==> config.mk <==
export PLATFORM = sky130hd
export DESIGN_NAME = hack_debug_clock_ctrl
export DESIGN_NICKNAME = d
export VERILOG_FILES = /design/src/rtl/hack_debug_clock_ctrl.sv
export SDC_FILE = /design/constraint.sdc
export NUM_CORES = 1
export LEC_CHECK = 0
export ABC_AREA = 1
export ABC_CLOCK_PERIOD_IN_PS = 3230
export BUFFER_PORTS_ARGS = -buffer_cell sky130_fd_sc_hd__buf_2
export CAP_MARGIN = 20
export CORE_MARGIN = 4
export CORE_UTILIZATION = 55
export DETAILED_ROUTE_END_ITERATION = 16
export GPL_TIMING_DRIVEN = 0
export PLACE_DENSITY = 0.83
export SLEW_MARGIN = 10
export SYNTH_ARGS = -nofsm -noshare
export SYNTH_HDL_FRONTEND = slang
export SYNTH_SLANG_ARGS = --single-unit
export TNS_END_PERCENT = 30
==> constraint.sdc <==
create_clock -name clk -period 3.23 [get_ports clk]
set_clock_uncertainty 0.05 [all_clocks]
set_input_delay 0.323 -clock clk [delete_from_list [all_inputs] [get_ports clk]]
set_output_delay 0.323 -clock clk [all_outputs]
set_load 0.005 [all_outputs]
==> src/rtl/hack_debug_clock_ctrl.sv <==
// Debug clock controller for hack_soc bring-up: debounced run/step/select buttons drive a
// single-cycle SoC clock enable (free-run, pause, N-cycle step bursts) and an LED channel mux.
module hack_debug_clock_ctrl #(
  parameter int RUN_DIV_LOG2    = 14,
  parameter int STEP_COUNT      = 1,
  parameter int DEBOUNCE_CYCLES = 40,
  parameter int NUM_CHANNELS    = 4,
  parameter int LED_WIDTH       = 4,
  parameter int START_PAUSED    = 0,
  localparam int CW = (NUM_CHANNELS > 1) ? $clog2(NUM_CHANNELS) : 1
) (
  input  logic                      clk,
  input  logic                      reset_n,
  input  logic                      btn_run,
  input  logic                      btn_step,
  input  logic                      btn_sel,
  input  logic [16*NUM_CHANNELS-1:0] dbg_bus,
  output logic                      clk_en,
  output logic                      paused,
  output logic                      step_busy,
  output logic [CW-1:0]             chan_sel,
  output logic [LED_WIDTH-1:0]      led
);

  localparam int DBW = $clog2(DEBOUNCE_CYCLES + 1);
  localparam int PW  = RUN_DIV_LOG2 + 1;
  localparam logic [DBW-1:0] DB_LAST   = DBW'(DEBOUNCE_CYCLES - 1);
  localparam logic [PW-1:0]  PRESC_MAX = PW'((1 << RUN_DIV_LOG2) - 1);
  localparam logic [7:0]     STEP_LAST = 8'(STEP_COUNT - 1);

  typedef enum logic [1:0] {S_RUN, S_PAUSE, S_STEP} state_t;
  localparam state_t S_INIT = (START_PAUSED != 0) ? S_PAUSE : S_RUN;

  logic [2:0]          btn_raw;
  logic [2:0]          sync_p0, sync_p1, level, press;
  logic [2:0][DBW-1:0] db_cnt;
  logic                run_ev, step_ev, sel_ev;

  assign btn_raw = {btn_sel, btn_step, btn_run};
  assign run_ev  = press[0];
  assign step_ev = press[1];
  assign sel_ev  = press[2];

  // Stage p0/p1: two-flop synchroniser; then stability counter per button.
  // The counter only runs while the synced sample disagrees with the debounced level.
  always_ff @(posedge clk) begin
    if (!reset_n) begin
      sync_p0 <= '0;
      sync_p1 <= '0;
      level   <= '0;
      press   <= '0;
      db_cnt  <= '0;
    end else begin
      sync_p0 <= btn_raw;
      sync_p1 <= sync_p0;
      for (int k = 0; k < 3; k++) begin
        press[k] <= 1'b0;
        if (sync_p1[k] == level[k]) begin
          db_cnt[k] <= '0;
        end else if (db_cnt[k] == DB_LAST) begin
          db_cnt[k] <= '0;
          level[k]  <= sync_p1[k];
          press[k]  <= sync_p1[k];
        end else begin
          db_cnt[k] <= db_cnt[k] + 1'b1;
        end
      end
    end
  end

  state_t        state, state_nx;
  logic [PW-1:0] presc, presc_nx;
  logic [7:0]    rem, rem_nx;
  logic          clk_en_nx;

  // rem holds the pulses still owed after the one currently on clk_en.
  always_comb begin
    state_nx  = state;
    presc_nx  = '0;
    rem_nx    = rem;
    clk_en_nx = 1'b0;
    case (state)
      S_RUN: begin
        if (run_ev) begin
          state_nx = S_PAUSE;
        end else if (presc == PRESC_MAX) begin
          clk_en_nx = 1'b1;
        end else begin
          presc_nx = presc + 1'b1;
        end
      end
      S_PAUSE: begin
        if (run_ev) begin
          state_nx = S_RUN;
        end else if (step_ev) begin
          state_nx  = S_STEP;
          rem_nx    = STEP_LAST;
          clk_en_nx = 1'b1;
        end
      end
      S_STEP: begin
        if (run_ev) begin
          state_nx = S_RUN;
        end else if (rem == 8'd0) begin
          state_nx = S_PAUSE;
        end else begin
          rem_nx    = rem - 1'b1;
          clk_en_nx = 1'b1;
        end
      end
      default: state_nx = S_INIT;
    endcase
  end

  // Stage p2: state and all flag outputs registered together.
  always_ff @(posedge clk) begin
    if (!reset_n) begin
      state     <= S_INIT;
      presc     <= '0;
      rem       <= '0;
      clk_en    <= 1'b0;
      paused    <= (START_PAUSED != 0);
      step_busy <= 1'b0;
    end else begin
      state     <= state_nx;
      presc     <= presc_nx;
      rem       <= rem_nx;
      clk_en    <= clk_en_nx;
      paused    <= (state_nx != S_RUN);
      step_busy <= (state_nx == S_STEP);
    end
  end

  logic [LED_WIDTH-1:0] led_nx;

  always_comb begin
    led_nx = '0;
    for (int k = 0; k < NUM_CHANNELS; k++) begin
      if (chan_sel == CW'(k)) led_nx = dbg_bus[16*k +: LED_WIDTH];
    end
  end

  always_ff @(posedge clk) begin
    if (!reset_n) begin
      chan_sel <= '0;
      led      <= '0;
    end else begin
      if (sel_ev) chan_sel <= (chan_sel == CW'(NUM_CHANNELS - 1)) ? '0 : chan_sel + 1'b1;
      led <= led_nx;
    end
  end

endmodule

# After elaboration in Yosys (flattened, before gate mapping)
# Index checks and enable logic that the tools add are counted.
dict set report totals {
  in_bits 69
  elab_cells 89
  register_bits 64
  out_inout_bits 9
}
dict set report op_classes {
  bitwise 8
  eq_ne 17
  n_addsub 6
  reduce_logical 16
  muxes 23
}
# cell count
set op_table {}
lappend op_table {{8-bit two-way mux} 4}
lappend op_table {{6-bit by 1-bit adder with 6-bit output, second input constant} 3}
lappend op_table {{6-bit equality test, second input constant} 3}
lappend op_table {{3-bit OR reduction} 6}
lappend op_table {{4-bit two-way mux} 4}
lappend op_table {{8-bit one-hot mux with 2 select lines} 1}
lappend op_table {{15-bit by 1-bit adder with 15-bit output, second input constant} 1}
lappend op_table {{15-bit by 14-bit equality test with 1-bit output, second input constant} 1}
lappend op_table {{2-bit two-way mux} 6}
lappend op_table {{2-bit equality test, second input constant} 4}
lappend op_table {{8-bit logical NOT} 1}
lappend op_table {{2-bit != test, second input constant} 4}
lappend op_table {{1-bit NOT} 8}
lappend op_table {{8-bit by 1-bit subtractor with 8-bit output, second input constant} 1}
lappend op_table {{1-bit two-way mux} 6}
lappend op_table {{2-bit one-hot mux with 3 select lines} 1}
lappend op_table {{2-bit AND reduction} 3}
lappend op_table {{5-bit AND reduction} 1}
lappend op_table {{2-bit by 1-bit equality test with 1-bit output, second input constant} 2}
lappend op_table {{2-bit logical NOT} 2}
lappend op_table {{2-bit nonzero test} 2}
lappend op_table {{4-bit OR reduction} 1}
lappend op_table {{1-bit equality test} 3}
lappend op_table {{1-bit one-hot mux with 3 select lines} 1}
lappend op_table {{2-bit by 1-bit adder with 2-bit output, second input constant} 1}

# Depth between registers and ports, before layout
# Gate-level depths: netlist (run 1).
dict set report logic_depth {
  word_depth 5
  mapped_depth 11
  ltp_nobuf 10
}

# Worst setup path after synthesis (run 1)
# Ideal clock, no wire load.
dict set report synth_timing {
  path_kind {reg-to-reg}
  start {register presc[0]}
  end {register presc[10]}
  path_stages_with_launch 10
  setup_ps 115
  required_ps 3065
  arrival_ps 1268
  path_slack_ps 1798
  path_buffers 1
  period_less_slack_ps 1432
  cell_sequence {dfxtp_1 > ha_1 > nand3_2 > inv_2 > nand3_4 > nor2_4 > nand3_2 > nand2_2 > buf_6 > nor2_1}
}
dict set report synth_between {
  elab_chain_len 2
  elab_cells_between_ends 3
  cone_classes {add/sub: 1; eq/ne: 1; reduce/logical: 1}
}
# item line
set synth_rtl {}
lappend synth_rtl {{start: declaration} 72} ;# logic [PW-1:0] presc, presc_nx;
lappend synth_rtl {{start signal: assignment} 126} ;# presc <= presc_nx;
lappend synth_rtl {{branches (longest 2 deep; another with 15-bit by 1-bit adder with 15-bit output)} n/a}
# Parallel ways; which one is timed is not known.
# A chain may end at the register's enable or synchronous reset.

# Worst setup path in the final report (run 1)
dict set report layout_timing {
  start {register rem[0]}
  end {register rem[0]}
}
dict set report layout_between {
  elab_chain_len 4
  elab_cells_between_ends 7
  cone_classes {add/sub: 1; eq/ne: 1; mux: 3; reduce/logical: 2}
}
# item line
set layout_rtl {}
lappend layout_rtl {{start: declaration} 73} ;# logic [7:0] rem, rem_nx;
lappend layout_rtl {{start signal: assignment} 127} ;# rem <= rem_nx;
lappend layout_rtl {{8-bit by 1-bit subtractor with 8-bit output} 107} ;# rem_nx = rem - 1'b1;
lappend layout_rtl {{8-bit two-way mux} 104} ;# end else if (rem == 8'd0) begin
lappend layout_rtl {{8-bit two-way mux} 102} ;# if (run_ev) begin
lappend layout_rtl {{8-bit one-hot mux with 2 select lines} 82} ;# case (state)
# Parallel ways exist; a longest one is shown, timed or not. The select of a mux whose other input is x is not followed.

==> impl_metrics.py, run 1 <==
metrics = {
    "clocking": {
        "post-cts-setup-buffer-count": 0,
        "hold_buffers": 0,
        "cts_tree": "yes",
        "clockRootBuffer": "clkbuf_8",
        "cts.clk_slew.worst_paths_ns": 0.06,
        "cts_sinks": 64,
        "cts_resized": 0,
        "worstSkewPairLatency_ns": 0.34,
        "cts_buffers": 9,
        "htree_levels": 3,
        "cts_buffer_depth": 2,
    },
    "timing": {
        "tns_ns": 0,
        "finalSetupViolations": 0,
        "slew_violations": 0,
        "max_freq_mhz": 611,
        "period_minus_slack_ns": 1.64,
        "setup_ws_ns": 1.59,
        "timing.final.crit_share_pct": 50.7,
        "tightest_slew_ns": 0.479,
        "max_slew_margin_pct": 68.1,
        "hold_violations": 0,
        "rsz0062_at_grt": "no",
    },
    "grt": {
        "grt_first_pass_wirelength_microns": 9250,
        "grt_max_degree": 11,
        "grt_overflow": 0,
        "antenna_found_initial": 0,
        "gr-usage-all-layers_pct": 18.4,
        "grt_pass1_vias": 2245,
    },
    "placement": {
        "place_area_sq_um": 3080,
        "port_buffers": 29,
        "place_ws_ns": 1.61,
        "gp_congestion": 0.827,
        "dp_hpwl_microns": 3650,
    },
    "floorplan": {
        "die_w_microns": 79.9,
        "rows": 25,
        "start_util_pct": 58.3,
        "num_io_pins": 78,
        "die_area_sq_um": 6390,
        "die_h_microns": 79.9,
        "core_region_area_sq_um": 4880,
    },
    "yosys": {
        "yosysWarnings": 0,
        "synthArstFlopShare_pct": 0,
        "synthesis.nets": 447,
        "syn_inst": 369,
        "yosysMostFrequentCell": "nand2_1",
        "synthTopCellsByArea": "dfxtp_1 45%, nand2_1 8.6%, nor2_1 7.8%, a21oi_1 5.6%, inv_1 5.4%",
        "synth_commonest_cells": "65 x nand2_1, 64 x dfxtp_1, 59 x nor2_1",
        "synth_edf_count": 0,
        "seq_area_frac_synth_pct": 45.0,
        "netlist.area_leader.share_pct": 45.0,
        "synth_top_cell_by_area": "dfxtp_1",
        "avgSynthCellArea_sq_um": 7.71,
        "syn_area_sq_um": 2850,
        "ys_ff_latch": 64,
        "ys.flop_type": "dfxtp_1",
        "synth_cell_types": 34,
    },
    "layout": {
        "fin_area_sq_um": 3310,
        "seqCellArea_sq_um": 1280,
        "multiInputGateArea_sq_um": 1360,
        "n_fill_cell": 430,
        "area_growth_pct": 16.2,
        "antenna_cells": 0,
        "drive_gt1_share_pct": 16.2,
        "fin_nets": 487,
    },
    "power_and_ir_drop": {
        "power.switching_w": 0.000317,
        "power_density_nw_per_um2": 495,
        "vdd_drop_max_v": 0.000318,
        "pwr-share-clk_pct": 47.7,
        "p_seq_share_pct": 49.1,
        "swShare_pct": 19.3,
        "combPwrFrac_pct": 3.1,
        "leakagePower_nw": 1.37,
        "power.total_w": 0.00164,
        "p_int_w": 0.00132,
    },
    "drt": {
        "drc": 0,
        "routed_wl_microns": 5180,
        "ant_nets": 0,
        "drt-pass1-iter-count": 5,
        "vias": 2337,
        "wire_per_inst_microns": 10.8,
        "dr.first_iter.drc_count": 116,
        "viasPerCell": 4.86,
    },
    "setup_path": {
        "end_kind": "flop",
        "critPathRequiredTime_ns": 3.40,
        "reg2reg_to": "rem[0]",
        "start_kind": "flop",
        "ff2ff_setup_slack_ns": 1.59,
        "reg2reg_from": "rem[0]",
        "critPathArrivalTime_ns": 1.81,
        "crit_path_max_fanout": 10,
        "worst-setup-path-type": "flop to flop",
        "ff2ff_path_depth": 10,
    },
    "status": {
        "status": "finished clean",
    },
    "worst_hold_path": {
        "min_to": "sync_p0[2]",
        "hold_class": "primary input to flop",
        "worstHoldStart": "btn_sel",
        "hold_depth": 3,
    },
    "run": {
        "drv.max_cap_violation_count": 0,
    },
}
[kinds of logic after synthesis]
| kind of cell | synth area share, % |
|---|---|
| AND/OR/NAND/NOR | 30.1 |
| flip-flops | 45.0 |
| AO/OA/AOI/OAI | 9.80 |
| buffers and inverters | 7.12 |
| XOR/XNOR | 4.00 |
| adder cells (fa/ha/maj) | 3.96 |
[worst max-delay path by stage]
stage / start / to / slack [ns] / cells past startpoint
final: rem[0] / rem[0] / 1.59 / 10
after floorplan: presc[0] / presc[10] / 1.80 / 9
after CTS: presc[0] / presc[0] / 1.60 / 9
after global routing: rem[0] / rem[0] / 1.43 / 10
after detailed placement: presc[0] / presc[8] / 1.61 / 9
after global placement: presc[0] / presc[10] / 1.66 / 9
[area by class of cell]
type / instances / share of cell area [%]
timing repair buffer: 29 / 4.39
clock buffer: 14 / 5.22
multi-input combinational: 256 / 41.2
buffer: 5 / 1.13
clock inverter: 2 / 1.82
sequential: 64 / 38.7
tap: 67 / 2.53
inverter: 44 / 4.99
[power groups by stage]
stage               combinational (W)  clock (W)  sequential (W)
global placement            0.0000492          0        0.000823
finish                      0.0000514   0.000782        0.000806
detailed placement          0.0000512          0        0.000823
floorplan                   0.0000294          0        0.000823
CTS                         0.0000520   0.000794        0.000806
global route                0.0000587   0.000826        0.000806
[per-layer routing]
metal,part of all wire [%],vias up,track usage [%]
met4,1.5,0,7.60
met2,50,27,32.0
met1,45,1029,20.8
li1,-,1274,-
met3,3.1,7,5.42
met5,0,-,0
[cells in the final DEF, fill, tap and decap left out, types with 4 or more instances in the layout]
cell type	instances
a21oi_1	32
a21oi_2	4
buf_2	29
clkbuf_1	4
clkbuf_8	12
dfxtp_1	64
ha_1	9
inv_1	41
nand2_1	65
nand3_1	19
nand3_2	4
nand4_1	9
nor2_1	59
nor3_1	10
o21ai_0	10
xnor2_1	10
[through the flow]
step,cells,util [%],hold WS [ns]
floorplan,369,-,0.340
global placement,465,63.0,0.343
detailed placement,465,63.0,0.352
CTS,481,67.8,0.102
global route,481,67.8,0.115
finish,481,67.8,0.116
[sequential cells by signal, summed over array words and instances, names as in the netlist]
signal     count
sync_p0        3
sync_p1        3
chan_sel       2
led            4
level          3
paused         1
db_cnt        18
press          3
clk_en         1
rem            8
state          2
step_busy      1
presc         15
[critical path, cell delays in order, from the launching register on]
cell	delay, ns
dfxtp_1	0.33
inv_1	0.08
ha_1	0.22
inv_1	0.10
nor2_1	0.10
nand2_1	0.09
nand3_2	0.09
nand2_2	0.07
buf_6	0.15
o21ai_0	0.17
nor2_1	0.07
Note: power is estimated with default switching activity, not from simulation.
==> run 2, diff against run 1 <==
ABC_CLOCK_PERIOD_IN_PS = 1450   (was 3230)
CORE_UTILIZATION = 47   (was 55)
PLACE_DENSITY = 0.76   (was 0.83)
clock period = 1.45 ns   (was 3.23 ns; I/O delays follow)
==> impl_metrics.py, run 2 (synthesis results as in run 1) <==
metrics = {
    "setup_path": {
        "crit_chain": "ha_4 > nand3_2 > inv_2 > nand3_4 > nor2_4 > nand3_2 > nand2_4 > clkbuf_16 > nor2_1",
        "critical_path.top_delay_family": "simple AND/OR/NAND/NOR gates",
        "critPathBufInv": 2,
        "crit_path_max_fanout": 5,
        "worst-setup-path-type": "flop to flop",
        "endpoint": "presc[2]",
        "crit_top_cell": "nand3_2",
        "cp-startpoint": "presc[0]",
        "ff2ff_path_depth": 9,
        "critPathRequiredTime_ns": 1.64,
        "path_depth": 9,
        "reg2reg_from": "presc[0]",
        "ff2ff_setup_slack_ns": 0.04,
        "max_stage_delay_ns": 0.36,
        "reg2reg_to": "presc[2]",
        "crit_slowest_cell": "dfxtp_4",
        "start_kind": "flop",
        "end_kind": "flop",
        "critPathArrivalTime_ns": 1.60,
    },
    "layout": {
        "largest_register_ffs": 18,
        "final_common_cell": "nand2_1",
        "final_cell_mix": "63 x nand2_1, 57 x nor2_1, 57 x dfxtp_1, 37 x inv_1, 31 x a21oi_1",
        "area_growth_pct": 22.7,
        "fin_nets": 497,
        "antenna_cells": 0,
        "top_regs": "db_cnt x18, presc x15, rem x8",
        "largest-register": "db_cnt",
        "drive_gt1_share_pct": 23.1,
        "n_fill_cell": 522,
    },
    "clocking": {
        "cts.clk_slew.worst_paths_ns": 0.07,
        "worstSkewPairLatency_ns": 0.34,
        "cts_buffers": 9,
        "clockRootBuffer": "clkbuf_8",
        "cts_buffer_depth": 2,
        "cts_sinks": 64,
        "cts_tree": "yes",
        "htree_levels": 3,
    },
    "power_and_ir_drop": {
        "vdd_drop_max_v": 0.000827,
        "power.total_w": 0.00362,
        "power_density_nw_per_um2": 1040,
        "leakagePower_nw": 1.43,
    },
    "drt": {
        "viasPerCell": 4.81,
        "wire_per_inst_microns": 10.4,
        "ant_nets": 0,
        "routed_wl_microns": 5180,
        "route.met2.wl_microns": 2560,
        "vias": 2399,
        "dr.first_iter.drc_count": 73,
        "m1WireLength_microns": 2330,
        "drc": 0,
        "met3_length_microns": 218,
        "highest_layer": "met4",
        "drt-pass1-iter-count": 4,
    },
    "floorplan": {
        "die_h_microns": 85.8,
        "die_w_microns": 85.8,
        "num_io_pins": 78,
        "start_util_pct": 48.4,
        "rows": 28,
        "core_region_area_sq_um": 5890,
        "die_area_sq_um": 7370,
    },
    "timing": {
        "period_minus_slack_ns": 1.41,
        "tightest_slew_ns": 0.464,
        "timing.final.crit_share_pct": 97.3,
        "max_slew_margin_pct": 69.1,
        "slew_violations": 0,
        "hold_violations": 0,
        "finalSetupViolations": 0,
        "setup_ws_ns": 0.0398,
        "max_freq_mhz": 709,
        "rsz0062_at_grt": "yes",
    },
    "status": {
        "status": "finished clean",
    },
    "placement": {
        "place_ws_ns": -0.166,
        "gp_congestion": 0.860,
        "dp_hpwl_microns": 3580,
        "port_buffers": 29,
    },
    "grt": {
        "gr-usage-all-layers_pct": 14.9,
        "grt_first_pass_wirelength_microns": 8800,
        "grt_max_degree": 12,
        "grt_overflow": 0,
        "antenna_found_initial": 0,
        "grt_pass1_vias": 2143,
    },
    "worst_hold_path": {
        "hold_class": "primary input to flop",
    },
    "run": {
        "drv.max_cap_violation_count": 0,
    },
}
run 2: cell count changes in the layout (fill, tap and decap cells not counted), sizes merged:
cell and change:
clkinv +3, dlygate4sd3 +3, buf +7, clkbuf -4
clkinvlp +1
run 2: worst register-to-register path: cells and delay by family (launching register included):
family	cells	cell delay, ns
fa+ha+maj	1	0.14
buf+inv	2	0.23
flops	1	0.36
simple gates	6	0.54
run 2: repair_timing:
| action | 4_1_cts | 5_1_grt |
|---|---|---|
| hold endpoints to repair | 3 | 0 |
| hold buffers | 3 | 0 |
| cloned | 0 | 2 |
| endpoints found under the setup margin | 24 | 28 |
| pin swaps | 2 | 5 |
| buffers inserted | 3 | 3 |
| gates resized for setup | 14 | 19 |
run 2: per-layer routing:
metal / vias up / global-route usage (%)
li1: 1286 / -
met1: 1079 / 17.5
met2: 25 / 24.9
met3: 9 / 5.86
met4: 0 / 5.18
met5: - / 0
run 2: layout make-up:
class                           count  area, sq um  area share (%)
Multi-Input combinational cell    256         1420            40.8
Sequential cell                    64         1290            37.0
Timing Repair Buffer               40          256            7.35
Inverter                           44          168            4.80
Clock buffer                       10          138            3.94
Tap cell                           75         93.8            2.69
Clock inverter                      6         82.6            2.36
Buffer                              4         37.5            1.07
run 2: metrics by stage:
step	instance area, sq um	util, %	setup TNS (ns)	instances	hold WS (ns)
after floorplan	2850	-	0	369	0.193
after global placement	3090	52.4	-1.81	473	0.279
after detailed placement	3090	52.4	-2.24	473	0.278
after CTS	3400	57.7	0	495	0.0209
after global routing	3490	59.3	-0.160	499	0.0358
final	3490	59.3	0	499	0.0412
run 2: where the power goes:
part	internal [W]	total, W	switching [W]	leakage, nW
clock	0.00100	0.00168	0.000675	0.112
sequential	0.00178	0.00180	0.0000142	0.522
combinational	0.0000739	0.000140	0.0000658	0.793
total	0.00286	0.00362	0.000755	1.43
run 2: worst min-delay path by stage:
stage	startpoint	endpoint	slack, ns	depth (start not counted)
5_1_grt	dbg_bus[33]	led[1]	0.04	3
2_1_floorplan	btn_run	sync_p0[0]	0.19	2
6_report	dbg_bus[33]	led[1]	0.04	3
3_5_place_dp	btn_run	sync_p0[0]	0.28	3
4_1_cts	dbg_bus[35]	led[3]	0.02	3
3_3_place_gp	btn_sel	sync_p0[2]	0.28	3
